<file path="src/rtl/seg7_pkg.sv">
// -----------------------------------------------------------------------------
// seg7_pkg
// Shared constants for the seven-segment scan driver.
//   SEG_OFF    : segment byte with every segment (and dp) dark, active-low.
//   SEG_TABLE  : hex nibble -> active-low segment byte, bit 7 = dp (off),
//                bits 6:0 = g..a. Element n is the pattern for nibble n.
//   hex_to_seg : table lookup helper.
// -----------------------------------------------------------------------------
package seg7_pkg;

    localparam logic [7:0] SEG_OFF = 8'hFF;

    // Packed array: the leftmost entry is index 15 (nibble F).
    localparam logic [15:0][7:0] SEG_TABLE = {
        8'h8E, 8'h86, 8'hA1, 8'hC6,   // F E D C
        8'h83, 8'h88, 8'h90, 8'h80,   // B A 9 8
        8'hF8, 8'h82, 8'h92, 8'h99,   // 7 6 5 4
        8'hB0, 8'hA4, 8'hF9, 8'hC0    // 3 2 1 0
    };

    function automatic logic [7:0] hex_to_seg(input logic [3:0] nibble);
        return SEG_TABLE[nibble];
    endfunction

endpackage

</file>
<file path="src/rtl/seg7_scan_driver_if.sv">
// -----------------------------------------------------------------------------
// seg7_scan_driver_if
// Bundles the display data path of the scan driver.
//   load        : strobe requesting capture of value/dp_in/blank
//   value       : 4*NUM_DIGITS hex nibbles, nibble i feeds digit i
//   dp_in       : per-digit decimal point request, 1 = lit
//   blank       : per-digit force-off, 1 = dark
//   seg_n       : active-low segments, bit 7 = dp, bits 6:0 = g..a
//   an_n        : active-low digit enables, at most one low
//   frame_start : one-cycle pulse when scanning restarts at digit 0
// Modports: master = data source / display consumer, slave = the driver.
// -----------------------------------------------------------------------------
interface seg7_scan_driver_if #(
    parameter int unsigned NUM_DIGITS = 4
);
    logic                    load;
    logic [4*NUM_DIGITS-1:0] value;
    logic [NUM_DIGITS-1:0]   dp_in;
    logic [NUM_DIGITS-1:0]   blank;
    logic [7:0]              seg_n;
    logic [NUM_DIGITS-1:0]   an_n;
    logic                    frame_start;

    modport master (
        output load, value, dp_in, blank,
        input  seg_n, an_n, frame_start
    );

    modport slave (
        input  load, value, dp_in, blank,
        output seg_n, an_n, frame_start
    );
endinterface

</file>
<file path="src/rtl/seg7_hex_decode.sv">
// -----------------------------------------------------------------------------
// seg7_hex_decode
// Combinational nibble-to-segment encoder.
//   nibble : hex digit to show
//   dp     : decimal point request, 1 = lit
//   seg    : active-low segment byte, bit 7 = dp, bits 6:0 = g..a
// -----------------------------------------------------------------------------
module seg7_hex_decode
    import seg7_pkg::*;
(
    input  logic [3:0] nibble,
    input  logic       dp,
    output logic [7:0] seg
);
    logic [7:0] pattern;

    always_comb begin
        pattern = hex_to_seg(nibble);
        // Table bytes carry dp off; the live dp replaces bit 7.
        seg     = {~dp, pattern[6:0]};
    end
endmodule

</file>
<file path="src/rtl/seg7_scan_driver.sv">
// -----------------------------------------------------------------------------
// seg7_scan_driver
// Time-multiplexed driver for a common-anode seven-segment display.
// A prescaler sets how long each digit stays lit; the digit index walks
// 0..NUM_DIGITS-1. Display data is taken from a shadow register that only
// changes at the frame wrap, so a frame never mixes old and new data.
//   clk   : system clock, rising edge
//   rst   : asynchronous active-high reset
//   bus   : seg7_scan_driver_if.slave (load/value/dp_in/blank in,
//           seg_n/an_n/frame_start out)
// Parameters: NUM_DIGITS (1..8), REFRESH_DIV (>= 2, clk cycles per digit).
// Build option: define SEG7_LEADING_ZERO_BLANK_EN to darken digits above the
// highest nonzero shadow nibble (digit 0 is always shown).
// -----------------------------------------------------------------------------
module seg7_scan_driver
    import seg7_pkg::*;
#(
    parameter int unsigned NUM_DIGITS  = 4,
    parameter int unsigned REFRESH_DIV = 100000
) (
    input  logic              clk,
    input  logic              rst,
    seg7_scan_driver_if.slave bus
);
    localparam int unsigned IDX_W = (NUM_DIGITS > 1) ? $clog2(NUM_DIGITS) : 1;
    localparam int unsigned CNT_W = $clog2(REFRESH_DIV);
    localparam logic [IDX_W-1:0] LAST_IDX = IDX_W'(NUM_DIGITS - 1);
    localparam logic [CNT_W-1:0] LAST_CNT = CNT_W'(REFRESH_DIV - 1);

    // Scan timing
    logic [CNT_W-1:0] cnt_q, cnt_d;
    logic [IDX_W-1:0] idx_q, idx_d;
    logic             tick;
    logic             wrap;

    // Shadow (displayed) and pending (waiting for wrap) data
    logic [4*NUM_DIGITS-1:0] sh_value_q, sh_value_d;
    logic [NUM_DIGITS-1:0]   sh_dp_q, sh_dp_d;
    logic [NUM_DIGITS-1:0]   sh_blank_q, sh_blank_d;
    logic [4*NUM_DIGITS-1:0] pd_value_q, pd_value_d;
    logic [NUM_DIGITS-1:0]   pd_dp_q, pd_dp_d;
    logic [NUM_DIGITS-1:0]   pd_blank_q, pd_blank_d;
    logic                    pend_q, pend_d;

    // Registered outputs
    logic [7:0]            seg_n_q, seg_n_d;
    logic [NUM_DIGITS-1:0] an_n_q, an_n_d;
    logic                  frame_q;

    // Active-digit selection
    logic [3:0]            act_nibble;
    logic                  act_dp;
    logic                  act_blank;
    logic [NUM_DIGITS-1:0] act_onehot;
    logic [NUM_DIGITS-1:0] lz_blank;
    logic [7:0]            act_seg;

    // ---------------------------------------------------------------------
    // Prescaler and digit index
    // ---------------------------------------------------------------------
    always_comb begin
        tick  = (cnt_q == LAST_CNT);
        wrap  = tick && (idx_q == LAST_IDX);
        cnt_d = tick ? '0 : cnt_q + 1'b1;
        idx_d = idx_q;
        if (wrap) begin
            idx_d = '0;
        end else if (tick) begin
            idx_d = idx_q + 1'b1;
        end
    end

    // ---------------------------------------------------------------------
    // Load handling: loads park in the pending register and are promoted at
    // the wrap. A load landing on the wrap itself goes straight to shadow and
    // supersedes anything pending, keeping "last load wins".
    // ---------------------------------------------------------------------
    always_comb begin
        sh_value_d = sh_value_q;
        sh_dp_d    = sh_dp_q;
        sh_blank_d = sh_blank_q;
        pd_value_d = pd_value_q;
        pd_dp_d    = pd_dp_q;
        pd_blank_d = pd_blank_q;
        pend_d     = pend_q;

        if (wrap) begin
            if (bus.load) begin
                sh_value_d = bus.value;
                sh_dp_d    = bus.dp_in;
                sh_blank_d = bus.blank;
            end else if (pend_q) begin
                sh_value_d = pd_value_q;
                sh_dp_d    = pd_dp_q;
                sh_blank_d = pd_blank_q;
            end
            pend_d = 1'b0;
        end else if (bus.load) begin
            pd_value_d = bus.value;
            pd_dp_d    = bus.dp_in;
            pd_blank_d = bus.blank;
            pend_d     = 1'b1;
        end
    end

    // ---------------------------------------------------------------------
    // Leading-zero suppression
    // ---------------------------------------------------------------------
`ifdef SEG7_LEADING_ZERO_BLANK_EN
    always_comb begin
        logic seen_nonzero;
        lz_blank     = '0;
        seen_nonzero = 1'b0;
        // Walk from the top digit down; everything above the first nonzero
        // nibble is dark. Digit 0 is excluded so a zero value still shows "0".
        for (int i = int'(NUM_DIGITS) - 1; i >= 1; i--) begin
            if (sh_value_q[4*i +: 4] != 4'h0) begin
                seen_nonzero = 1'b1;
            end
            lz_blank[i] = ~seen_nonzero;
        end
    end
`else
    assign lz_blank = '0;
`endif

    // ---------------------------------------------------------------------
    // Active digit mux
    // ---------------------------------------------------------------------
    always_comb begin
        act_nibble = 4'h0;
        act_dp     = 1'b0;
        act_blank  = 1'b0;
        act_onehot = '0;
        for (int unsigned i = 0; i < NUM_DIGITS; i++) begin
            if (idx_q == IDX_W'(i)) begin
                act_nibble    = sh_value_q[4*i +: 4];
                act_dp        = sh_dp_q[i];
                act_blank     = sh_blank_q[i] | lz_blank[i];
                act_onehot[i] = 1'b1;
            end
        end
    end

    seg7_hex_decode u_hex_decode (
        .nibble (act_nibble),
        .dp     (act_dp),
        .seg    (act_seg)
    );

    always_comb begin
        seg_n_d = SEG_OFF;
        an_n_d  = '1;
        if (!act_blank) begin
            seg_n_d = act_seg;
            an_n_d  = ~act_onehot;
        end
    end

    // ---------------------------------------------------------------------
    // State
    // ---------------------------------------------------------------------
    always_ff @(posedge clk or posedge rst) begin
        if (rst) begin
            cnt_q      <= '0;
            idx_q      <= '0;
            sh_value_q <= '0;
            sh_dp_q    <= '0;
            sh_blank_q <= '0;
            pd_value_q <= '0;
            pd_dp_q    <= '0;
            pd_blank_q <= '0;
            pend_q     <= 1'b0;
            seg_n_q    <= SEG_OFF;
            an_n_q     <= '1;
            frame_q    <= 1'b0;
        end else begin
            cnt_q      <= cnt_d;
            idx_q      <= idx_d;
            sh_value_q <= sh_value_d;
            sh_dp_q    <= sh_dp_d;
            sh_blank_q <= sh_blank_d;
            pd_value_q <= pd_value_d;
            pd_dp_q    <= pd_dp_d;
            pd_blank_q <= pd_blank_d;
            pend_q     <= pend_d;
            seg_n_q    <= seg_n_d;
            an_n_q     <= an_n_d;
            // Registered so the pulse lines up with idx returning to 0.
            frame_q    <= wrap;
        end
    end

    assign bus.seg_n       = seg_n_q;
    assign bus.an_n        = an_n_q;
    assign bus.frame_start = frame_q;

endmodule

</file>
<file path="src/flat_wrapper.sv">
// flat-port wrapper written by rule: the top's interface ports become plain ports
module seg7_scan_driver_flat import seg7_pkg::*;
#(
    parameter int unsigned NUM_DIGITS  = 4,
    parameter int unsigned REFRESH_DIV = 100000
)
  (clk, rst, bus_load, bus_value, bus_dp_in, bus_blank, bus_seg_n, bus_an_n, bus_frame_start);
  seg7_scan_driver_if #(.NUM_DIGITS(NUM_DIGITS)) bus_i ();
  input  logic clk;
  input  logic rst;
  input wire logic [$bits(bus_i.load)-1:0] bus_load;
  input wire logic [$bits(bus_i.value)-1:0] bus_value;
  input wire logic [$bits(bus_i.dp_in)-1:0] bus_dp_in;
  input wire logic [$bits(bus_i.blank)-1:0] bus_blank;
  output wire logic [$bits(bus_i.seg_n)-1:0] bus_seg_n;
  output wire logic [$bits(bus_i.an_n)-1:0] bus_an_n;
  output wire logic [$bits(bus_i.frame_start)-1:0] bus_frame_start;
  assign bus_i.load = bus_load;
  assign bus_i.value = bus_value;
  assign bus_i.dp_in = bus_dp_in;
  assign bus_i.blank = bus_blank;
  assign bus_seg_n = bus_i.seg_n;
  assign bus_an_n = bus_i.an_n;
  assign bus_frame_start = bus_i.frame_start;
  seg7_scan_driver #(.NUM_DIGITS(NUM_DIGITS), .REFRESH_DIV(REFRESH_DIV)) u_core (.clk(clk), .rst(rst), .bus(bus_i));
endmodule
</file>
<file path="config.mk">
export PLATFORM = sky130hd
export DESIGN_NAME = seg7_scan_driver_flat
export DESIGN_NICKNAME = d
export VERILOG_FILES = /design/src/rtl/seg7_pkg.sv /design/src/rtl/seg7_scan_driver_if.sv /design/src/rtl/seg7_hex_decode.sv /design/src/rtl/seg7_scan_driver.sv /design/src/flat_wrapper.sv
export SDC_FILE = /design/constraint.sdc
export NUM_CORES = 1
export LEC_CHECK = 0
export CORE_MARGIN = 2
export CORE_UTILIZATION = 50
export CTS_CLUSTER_SIZE = 12
export DETAILED_ROUTE_END_ITERATION = 8
export PLACE_DENSITY = 0.8
export SLEW_MARGIN = 10
export SYNTH_ARGS = -nofsm -noshare
export SYNTH_HDL_FRONTEND = slang
export SYNTH_SLANG_ARGS = --single-unit
export TNS_END_PERCENT = 30
</file>
<file path="constraint.sdc">
create_clock -name clk -period 7.55 [get_ports clk]
set_input_delay 1.51 -clock clk [delete_from_list [all_inputs] [get_ports clk]]
set_output_delay 1.51 -clock clk [all_outputs]
set_load 0.1 [all_outputs]
</file>
==> impl_metrics.json, run 1 <==
{
  "status": "complete, no violations",
  "finalSetupViolations": 0,
  "critPathMaxFanout": 40,
  "tightest_slew_ps": 1100,
  "syn_nets": 400,
  "syn_area_per_cell_sq_um": 11.7,
  "rrSetupSlack_ps": 4780,
  "grt_pass1_vias": 2710,
  "intPower_mw": 0.723,
  "antenna_found_initial": 0,
  "place_congestion": 0.848,
  "synthFlopType": "dfrtp_1",
  "slew_headroom_pct": 26.6,
  "wl_met3_um": 349,
  "pin_count": 40,
  "rsz0062_at_grt": "no",
  "synth_warnings": 0,
  "ant_nets": 0,
  "peakVddDrop_uv": 93.5,
  "arrival_ps": 4000,
  "initial_core_util_pct": 51.6,
  "numCtsBuffers": 9,
  "cts_setup_buffers": 0,
  "worstSetupPathType": "primary input to flop",
  "wl_met2_mm": 3.71,
  "pwr-share-clk_pct": 37.1,
  "period_minus_slack_ps": 3750,
  "synth-async-reset-ratio_pct": 100,
  "seqPwrFrac_pct": 49.3,
  "portBuffers": 39,
  "top_layer_used": "met4",
  "yosysSeqAreaShare_pct": 48.2,
  "syn_to_final_growth_pct": 15.1,
  "wl_mm": 8.26,
  "switchingPower_mw": 0.241,
  "dpl.hpwl_mm": 5.45,
  "synth_cells": 361,
  "grt_pass1_wl_mm": 13.6,
  "skew_ps": 12.7,
  "drive_gt1_share_pct": 19.1,
  "htreeDepth": 3,
  "r2r_cells": 7,
  "clock_latency_ps": 350,
  "routedWlPerCell_um": 16.4,
  "firstDrtPassIters": 4,
  "required_ps": 7790,
  "synth_cell_types": 61,
  "die_area_sq_um": 9230,
  "r2r-start": "u_core.idx_q[0]",
  "fin_setup_tns_ps": 0,
  "fillers": 659,
  "cts_sinks": 81,
  "clock_path_buffers": 2,
  "start_kind": "primary input",
  "netSwitchingFraction_pct": 25.0,
  "hold_path_class": "flop to flop",
  "core_sq_um": 8220,
  "fmax_ghz": 0.267,
  "track_usage_pct": 19.2,
  "via_per_inst": 5.66,
  "synth-seq-cells": 81,
  "grt-ovfl-total": 0,
  "r2r-end": "u_core.bus.seg_n[3]",
  "critPathCapture": "u_core.pd_blank_q[0]",
  "slew_viol_final": 0,
  "synth-edff-count": 0,
  "mappedNetlistArea_sq_um": 4240,
  "dr_total_vias": 2845,
  "layout.nets": 432,
  "die_h_um": 96.1,
  "multiInputGateArea_sq_um": 1970,
  "met1_length_mm": 4.03,
  "drt_iter0_markers": 179,
  "critPathLaunch": "bus_load",
  "p_per_area_nw_per_um2": 197,
  "maxCapViolations": 0,
  "n_antenna_cell": 0,
  "combPwrFrac_pct": 13.5,
  "rows": 33,
  "cts_tree": "done",
  "power_leakage_nw": 2.19,
  "cts-root-buf": "clkbuf_8",
  "die_w_um": 96.1,
  "clk_pin_slew_ps": 80,
  "timing_hold_violations_final": 0,
  "grt_max_degree": 82,
  "post-route-util_pct": 59.4,
  "cp-end-kind": "flop",
  "cts_resized": 0,
  "drc": 0,
  "seq_area_sq_um": 2040,
  "min_period_over_period_pct": 49.7,
  "hold_buffers": 0
}
-- metal layers --
| metal | global-route usage, % | up-vias |
|---|---|---|
| li1 | - | 1358 |
| met1 | 28.4 | 1414 |
| met2 | 28.4 | 59 |
| met3 | 2.66 | 14 |
| met4 | 7.98 | 0 |
| met5 | 0 | - |
-- power by group through the flow --
| stage | clock [mW] | combinational (mW) | sequential [mW] |
|---|---|---|---|
| after floorplan | 0 | 0.0686 | 0.508 |
| after global placement | 0 | 0.128 | 0.482 |
| after detailed placement | 0 | 0.132 | 0.483 |
| after CTS | 0.360 | 0.132 | 0.475 |
| after global routing | 0.376 | 0.141 | 0.478 |
| final | 0.358 | 0.131 | 0.475 |
-- cells by family after synthesis --
| family | Yosys count | share of synthesized area, % |
|---|---|---|
| AO/OA/AOI/OAI | 80 | 16.3 |
| flip-flops | 81 | 48.2 |
| multiplexers | 30 | 9.57 |
| XOR/XNOR | 13 | 2.69 |
| AND/OR/NAND/NOR | 96 | 14.3 |
| buffers and inverters | 49 | 5.40 |
| adder cells (fa/ha/maj) | 12 | 3.54 |
-- worst max-delay path, stage by stage --
cell	delay, ps
clkdlybuf4s50_1	550
inv_1	480
a21oi_4	1030
mux2_2	420
-- flip-flops by register name (all words and copies together) (netlist names) --
name and cells:
u_core.sh_value_q 16, u_core.sh_blank_q 4, u_core.pd_dp_q 4, u_core.idx_q 2
u_core.pd_value_q 16, u_core.bus.seg_n 8, u_core.bus.frame_start 1, u_core.sh_dp_q 4
u_core.cnt_q 17, u_core.pd_blank_q 4, u_core.pend_q 1, u_core.bus.an_n 4
-- worst min path at each step --
stage                     cells after the start              end  slack [ps]       startpoint
after floorplan                               1  u_core.cnt_q[0]         430  u_core.cnt_q[0]
after CTS                                     1  u_core.cnt_q[0]         460  u_core.cnt_q[0]
after global placement                        1  u_core.cnt_q[0]         450  u_core.cnt_q[0]
final                                         1  u_core.cnt_q[0]         460  u_core.cnt_q[0]
after detailed placement                      1  u_core.cnt_q[0]         450  u_core.cnt_q[0]
after global routing                          1  u_core.cnt_q[0]         490  u_core.cnt_q[0]
-- cell usage after synthesis, types with 6 or more instances --
cell        n  share of area (%)
buf_2       9                1.1
nand3_1    25                3.0
a2bb2oi_1   9                1.9
inv_1      29                2.6
mux2i_1     6                1.4
nor2b_1     8                1.2
o21ai_0    22                2.6
nand2_1    15                1.3
mux2_4     20                7.1
nor2_1     10               0.89
xnor2_1     8                1.7
dfstp_2    12                7.4
dfrtp_1    69                 41
a2bb2oi_2  10                3.5
ha_1       12                3.5
-- metrics by stage --
stage	instance area [sq um]	total power, mW	instances	hold WS (ps)	setup slack (ps)
2_1_floorplan	4240	0.577	361	433	3980
3_3_place_gp	4650	0.610	487	448	3530
3_5_place_dp	4650	0.614	487	452	3410
4_1_cts	4880	0.967	503	461	3780
5_1_grt	4880	0.995	503	489	3600
6_report	4880	0.963	503	461	3800
-- cell type report --
class / count / area share (%)
sequential: 81 / 41.9
multi-input combinational: 231 / 40.3
timing repair buffer: 41 / 8.31
clock buffer: 13 / 3.26
tap: 105 / 2.69
inverter: 29 / 2.23
clock inverter: 3 / 1.33
-- cell usage in the layout (no fill, tap or decap), types with 11 or more instances in the layout --
master           instances
o21ai_0                 22
ha_1                    12
dfstp_2                 12
dfrtp_1                 69
clkdlybuf4s50_1         39
mux2_4                  20
clkbuf_8                11
nand3_1                 25
inv_1                   28
nand2_1                 15
Note: power is estimated with default switching activity, not from simulation.
==> inputs of run 2 (changes only) <==
PLACE_DENSITY = 0.83   (was 0.8)
clock period = 3.4 ns   (was 7.55 ns; I/O delays follow)
==> impl_metrics.json, run 2 (synthesis gave the netlist of run 1 again) <==
{
  "total_power_mw": 1.99,
  "min_period_over_period_pct": 77.5,
  "cts-root-buf": "clkbuf_8",
  "regMostFlops": "u_core.cnt_q",
  "p_per_area_nw_per_um2": 410,
  "grt-ovfl-total": 0,
  "cts_resized": 0,
  "final_cell_mix": "dfrtp_1 (69), inv_1 (28), clkdlybuf4s50_1 (27)",
  "die_w_um": 96.1,
  "critPathMaxFanout": 23,
  "dpl.hpwl_mm": 5.76,
  "numCtsBuffers": 9,
  "wl_mm": 8.24,
  "core_sq_um": 8220,
  "pin_count": 40,
  "layout.nets": 435,
  "die_h_um": 96.1,
  "grt_pass1_wl_mm": 14.3,
  "required_ps": 3670,
  "clk_pin_slew_ps": 80,
  "drive_gt1_share_pct": 22.7,
  "status": "complete, no violations",
  "worstSetupPathType": "flop to flop",
  "die_area_sq_um": 9230,
  "crit_top_cell": "ha_1",
  "ant_nets": 0,
  "slew_headroom_pct": 35.6,
  "critical_path.slowest_cell": "ha_1",
  "n_antenna_cell": 0,
  "drc": 0,
  "finalSetupViolations": 0,
  "cts_sinks": 81,
  "rsz0062_at_grt": "no",
  "firstDrtPassIters": 4,
  "cts_tree": "done",
  "fillers": 652,
  "fin_setup_tns_ps": 0,
  "clock_latency_ps": 360,
  "cp_top_family": "adder cells",
  "drt_iter0_markers": 205,
  "worstPathCellList": "ha_1 -> a211oi_1 -> a211oi_2 -> inv_1 -> ha_1 -> mux2i_1 -> a2bb2oi_1",
  "arrival_ps": 2910,
  "hold_slack_ps": 473,
  "clock_path_buffers": 2,
  "cp-end-kind": "flop",
  "via_per_inst": 5.70,
  "timing_hold_violations_final": 0,
  "post-route-util_pct": 59.0,
  "routedWlPerCell_um": 16.3,
  "final_common_cell": "dfrtp_1",
  "cp_num_buf_inv": 1,
  "skew_ps": 9.60,
  "largest_register_ffs": 17,
  "period_minus_slack_ps": 2630,
  "rows": 33,
  "portBuffers": 39,
  "hold_path_class": "flop to flop",
  "power_leakage_nw": 2.20,
  "reg_top3": "u_core.cnt_q: 17 flops, u_core.pd_value_q: 16 flops, u_core.sh_value_q: 16 flops",
  "dr_total_vias": 2885,
  "grt_max_degree": 82,
  "initial_core_util_pct": 51.6,
  "start_kind": "flop",
  "antenna_found_initial": 0,
  "cts_setup_buffers": 0,
  "hold_buffers": 0,
  "grt_pass1_vias": 2884,
  "syn_to_final_growth_pct": 14.3,
  "track_usage_pct": 20.3,
  "place_congestion": 0.824,
  "peakVddDrop_uv": 238,
  "max_stage_delay_ps": 670,
  "fmax_ghz": 0.380,
  "slew_viol_final": 0,
  "tightest_slew_ps": 963,
  "htreeDepth": 3,
  "maxCapViolations": 0
}
==> run 2: stage by stage <==
| step | instances | cell area (sq um) | setup slack, ps |
|---|---|---|---|
| floorplan | 361 | 4240 | 660 |
| detailed placement | 490 | 4670 | 801 |
| global placement | 490 | 4670 | 930 |
| CTS | 506 | 4850 | 768 |
| finish | 506 | 4850 | 765 |
| global route | 506 | 4850 | 491 |
==> run 2: power by group <==
part | total, mW | internal (mW) | switching, mW
registers | 1.06 | 1.02 | 0.0337
clock network | 0.638 | 0.302 | 0.336
logic | 0.294 | 0.129 | 0.164
total | 1.99 | 1.45 | 0.534
==> run 2: area by class of cell <==
| cell class | count | area [sq um] | area share (%) |
|---|---|---|---|
| Clock buffer | 13 | 159 | 3.28 |
| Clock inverter | 3 | 15.0 | 0.310 |
| Inverter | 29 | 109 | 2.25 |
| Multi-Input combinational cell | 231 | 1970 | 40.6 |
| Sequential cell | 81 | 2040 | 42.1 |
| Tap cell | 105 | 131 | 2.71 |
| Timing Repair Buffer | 44 | 423 | 8.73 |
==> run 2: path summary, 6_finish.rpt <==
check,from,endpoint,slack [ps],depth (start not counted)
max,u_core.idx_q[0],u_core.bus.seg_n[3],770,7
min,u_core.cnt_q[0],u_core.cnt_q[0],470,1
max reg2reg,u_core.idx_q[0],u_core.bus.seg_n[3],770,7
min reg2reg,u_core.cnt_q[0],u_core.cnt_q[0],470,1
max in group asynchronous,rst,u_core.bus.an_n[0],2320,3
min in group asynchronous,rst,u_core.cnt_q[0],730,3
==> run 2: layer usage <==
metal / GRT usage [%] / up-vias / share of wire (%)
met5: 0 / - / 0
met4: 8.21 / 0 / 1.8
met3: 4.54 / 15 / 4.3
met2: 30.4 / 71 / 46
met1: 28.6 / 1429 / 47
li1: - / 1370 / -
==> inputs of run 3 (changes only) <==
PLACE_DENSITY = 0.8   (was 0.83)
clock period = 2.7 ns   (was 3.4 ns; I/O delays follow)
==> impl_metrics.json, run 3 (synthesis gave the netlist of run 1 again) <==
{
  "post-route-util_pct": 59.1,
  "period_minus_slack_ps": 2490,
  "dr_total_vias": 2904,
  "combPwrFrac_pct": 14.8,
  "cts_tree": "done",
  "grt_pass1_wl_mm": 13.8,
  "place_inst": 495,
  "clk_pin_slew_ps": 80,
  "switchingPower_mw": 0.676,
  "min_period_over_period_pct": 92.1,
  "fmax_ghz": 0.402,
  "max_stage_delay_ps": 460,
  "rsz0062_at_grt": "no",
  "numCtsBuffers": 9,
  "rows": 33,
  "drc": 0,
  "timing_hold_violations_final": 0,
  "antenna_found_initial": 0,
  "start_kind": "flop",
  "final_cell_mix": "dfrtp_1 (69), inv_1 (28), clkdlybuf4s50_1 (26)",
  "cts_resized": 0,
  "firstDrtPassIters": 4,
  "die_w_um": 96.1,
  "intPower_mw": 1.81,
  "core_sq_um": 8220,
  "grt_pass1_vias": 2819,
  "initial_core_util_pct": 51.6,
  "critPathMaxFanout": 13,
  "cts-root-buf": "clkbuf_8",
  "drt_iter0_markers": 172,
  "wl_mm": 8.33,
  "clock_path_buffers": 2,
  "die_area_sq_um": 9230,
  "drive_gt1_share_pct": 24.1,
  "syn_to_final_growth_pct": 14.6,
  "seqPwrFrac_pct": 53.6,
  "pwr-share-clk_pct": 31.6,
  "netSwitchingFraction_pct": 27.2,
  "hold_slack_ps": 464,
  "status": "complete, no violations",
  "crit_top_cell": "inv_1",
  "tightest_slew_ps": 707,
  "arrival_ps": 2750,
  "hold_path_class": "flop to flop",
  "die_h_um": 96.1,
  "reg_top3": "u_core.cnt_q: 17 flops, u_core.pd_value_q: 16 flops, u_core.sh_value_q: 16 flops",
  "worstSetupPathType": "flop to flop",
  "cp_top_family": "compound AO/OA/AOI/OAI gates",
  "cts_sinks": 81,
  "place_congestion": 0.820,
  "hold_buffers": 0,
  "p_per_area_nw_per_um2": 511,
  "instances_no_fill": 511,
  "power_leakage_nw": 2.21,
  "via_per_inst": 5.68,
  "largest_register_ffs": 17,
  "critical_path.slowest_cell": "ha_1",
  "total_power_mw": 2.48,
  "skew_ps": 9.84,
  "clock_latency_ps": 350,
  "pin_count": 40,
  "worstPathCellList": "inv_1 -> ha_1 -> a211oi_1 -> a211o_1 -> inv_1 -> ha_1 -> inv_1 -> o211a_1 -> a2bb2oi_1",
  "ant_nets": 0,
  "routedWlPerCell_um": 16.3,
  "fin_setup_tns_ps": 0,
  "cp_num_buf_inv": 3,
  "finalSetupViolations": 0,
  "htreeDepth": 3,
  "cp-end-kind": "flop",
  "slew_headroom_pct": 52.9,
  "final_common_cell": "dfrtp_1",
  "regMostFlops": "u_core.cnt_q",
  "dpl.hpwl_mm": 5.97,
  "peakVddDrop_uv": 226,
  "track_usage_pct": 19.6,
  "maxCapViolations": 0,
  "layout.nets": 440,
  "n_antenna_cell": 0,
  "required_ps": 2970,
  "portBuffers": 39,
  "grt_max_degree": 53,
  "slew_viol_final": 0,
  "cts_setup_buffers": 0,
  "grt-ovfl-total": 0
}
==> run 3: cell count changes in the layout (fill, tap and decap cells not counted) <==
cell	change
clkbuf_8	-1
clkdlybuf4s50_1	-1
clkbuf_1	-1
buf_12	-2
clkinv_4	+1
clkinvlp_4	+1
buf_4	+8
==> run 3: worst paths after layout <==
kind	startpoint	to	slack [ps]	cells after the start
setup / recovery	u_core.idx_q[1]	u_core.bus.seg_n[3]	210	9
hold / removal	u_core.cnt_q[0]	u_core.cnt_q[0]	460	1
setup reg to reg	u_core.idx_q[1]	u_core.bus.seg_n[3]	210	9
hold reg to reg	u_core.cnt_q[0]	u_core.cnt_q[0]	460	1
max in group asynchronous	rst	u_core.pd_blank_q[1]	1580	3
min in group asynchronous	rst	u_core.pd_blank_q[3]	580	3
==> run 3: final cells by class <==
class | instances | area, sq um
clock buffer | 11 | 141
clock inverter | 5 | 31.3
fill | 661 | 3360
inverter | 29 | 109
multi-input combinational | 231 | 1970
sequential | 81 | 2040
tap | 105 | 131
timing repair buffer | 49 | 433
==> run 3: metal layers <==
metal | wire length [um] | track usage (%) | vias up
met3 | 379 | 3.37 | 10
met2 | 3910 | 29.4 | 84
li1 | - | - | 1376
met4 | 134 | 8.45 | 0
met1 | 3910 | 28.1 | 1434
met5 | 0 | 0 | -
==> run 3: per-stage QoR <==
stage	cell area, sq um	setup slack, ps
3_3_place_gp	4680	441
5_1_grt	4850	63.8
3_5_place_dp	4680	251
4_1_cts	4850	204
6_report	4850	213
2_1_floorplan	4240	99.8
==> run 3: power groups by stage <==
| stage | sequential, mW | clock, mW | combinational (mW) |
|---|---|---|---|
| after floorplan | 1.42 | 0 | 0.192 |
| after global placement | 1.35 | 0 | 0.360 |
| after detailed placement | 1.35 | 0 | 0.371 |
| after CTS | 1.33 | 0.804 | 0.372 |
| after global routing | 1.34 | 0.864 | 0.398 |
| final | 1.33 | 0.785 | 0.368 |
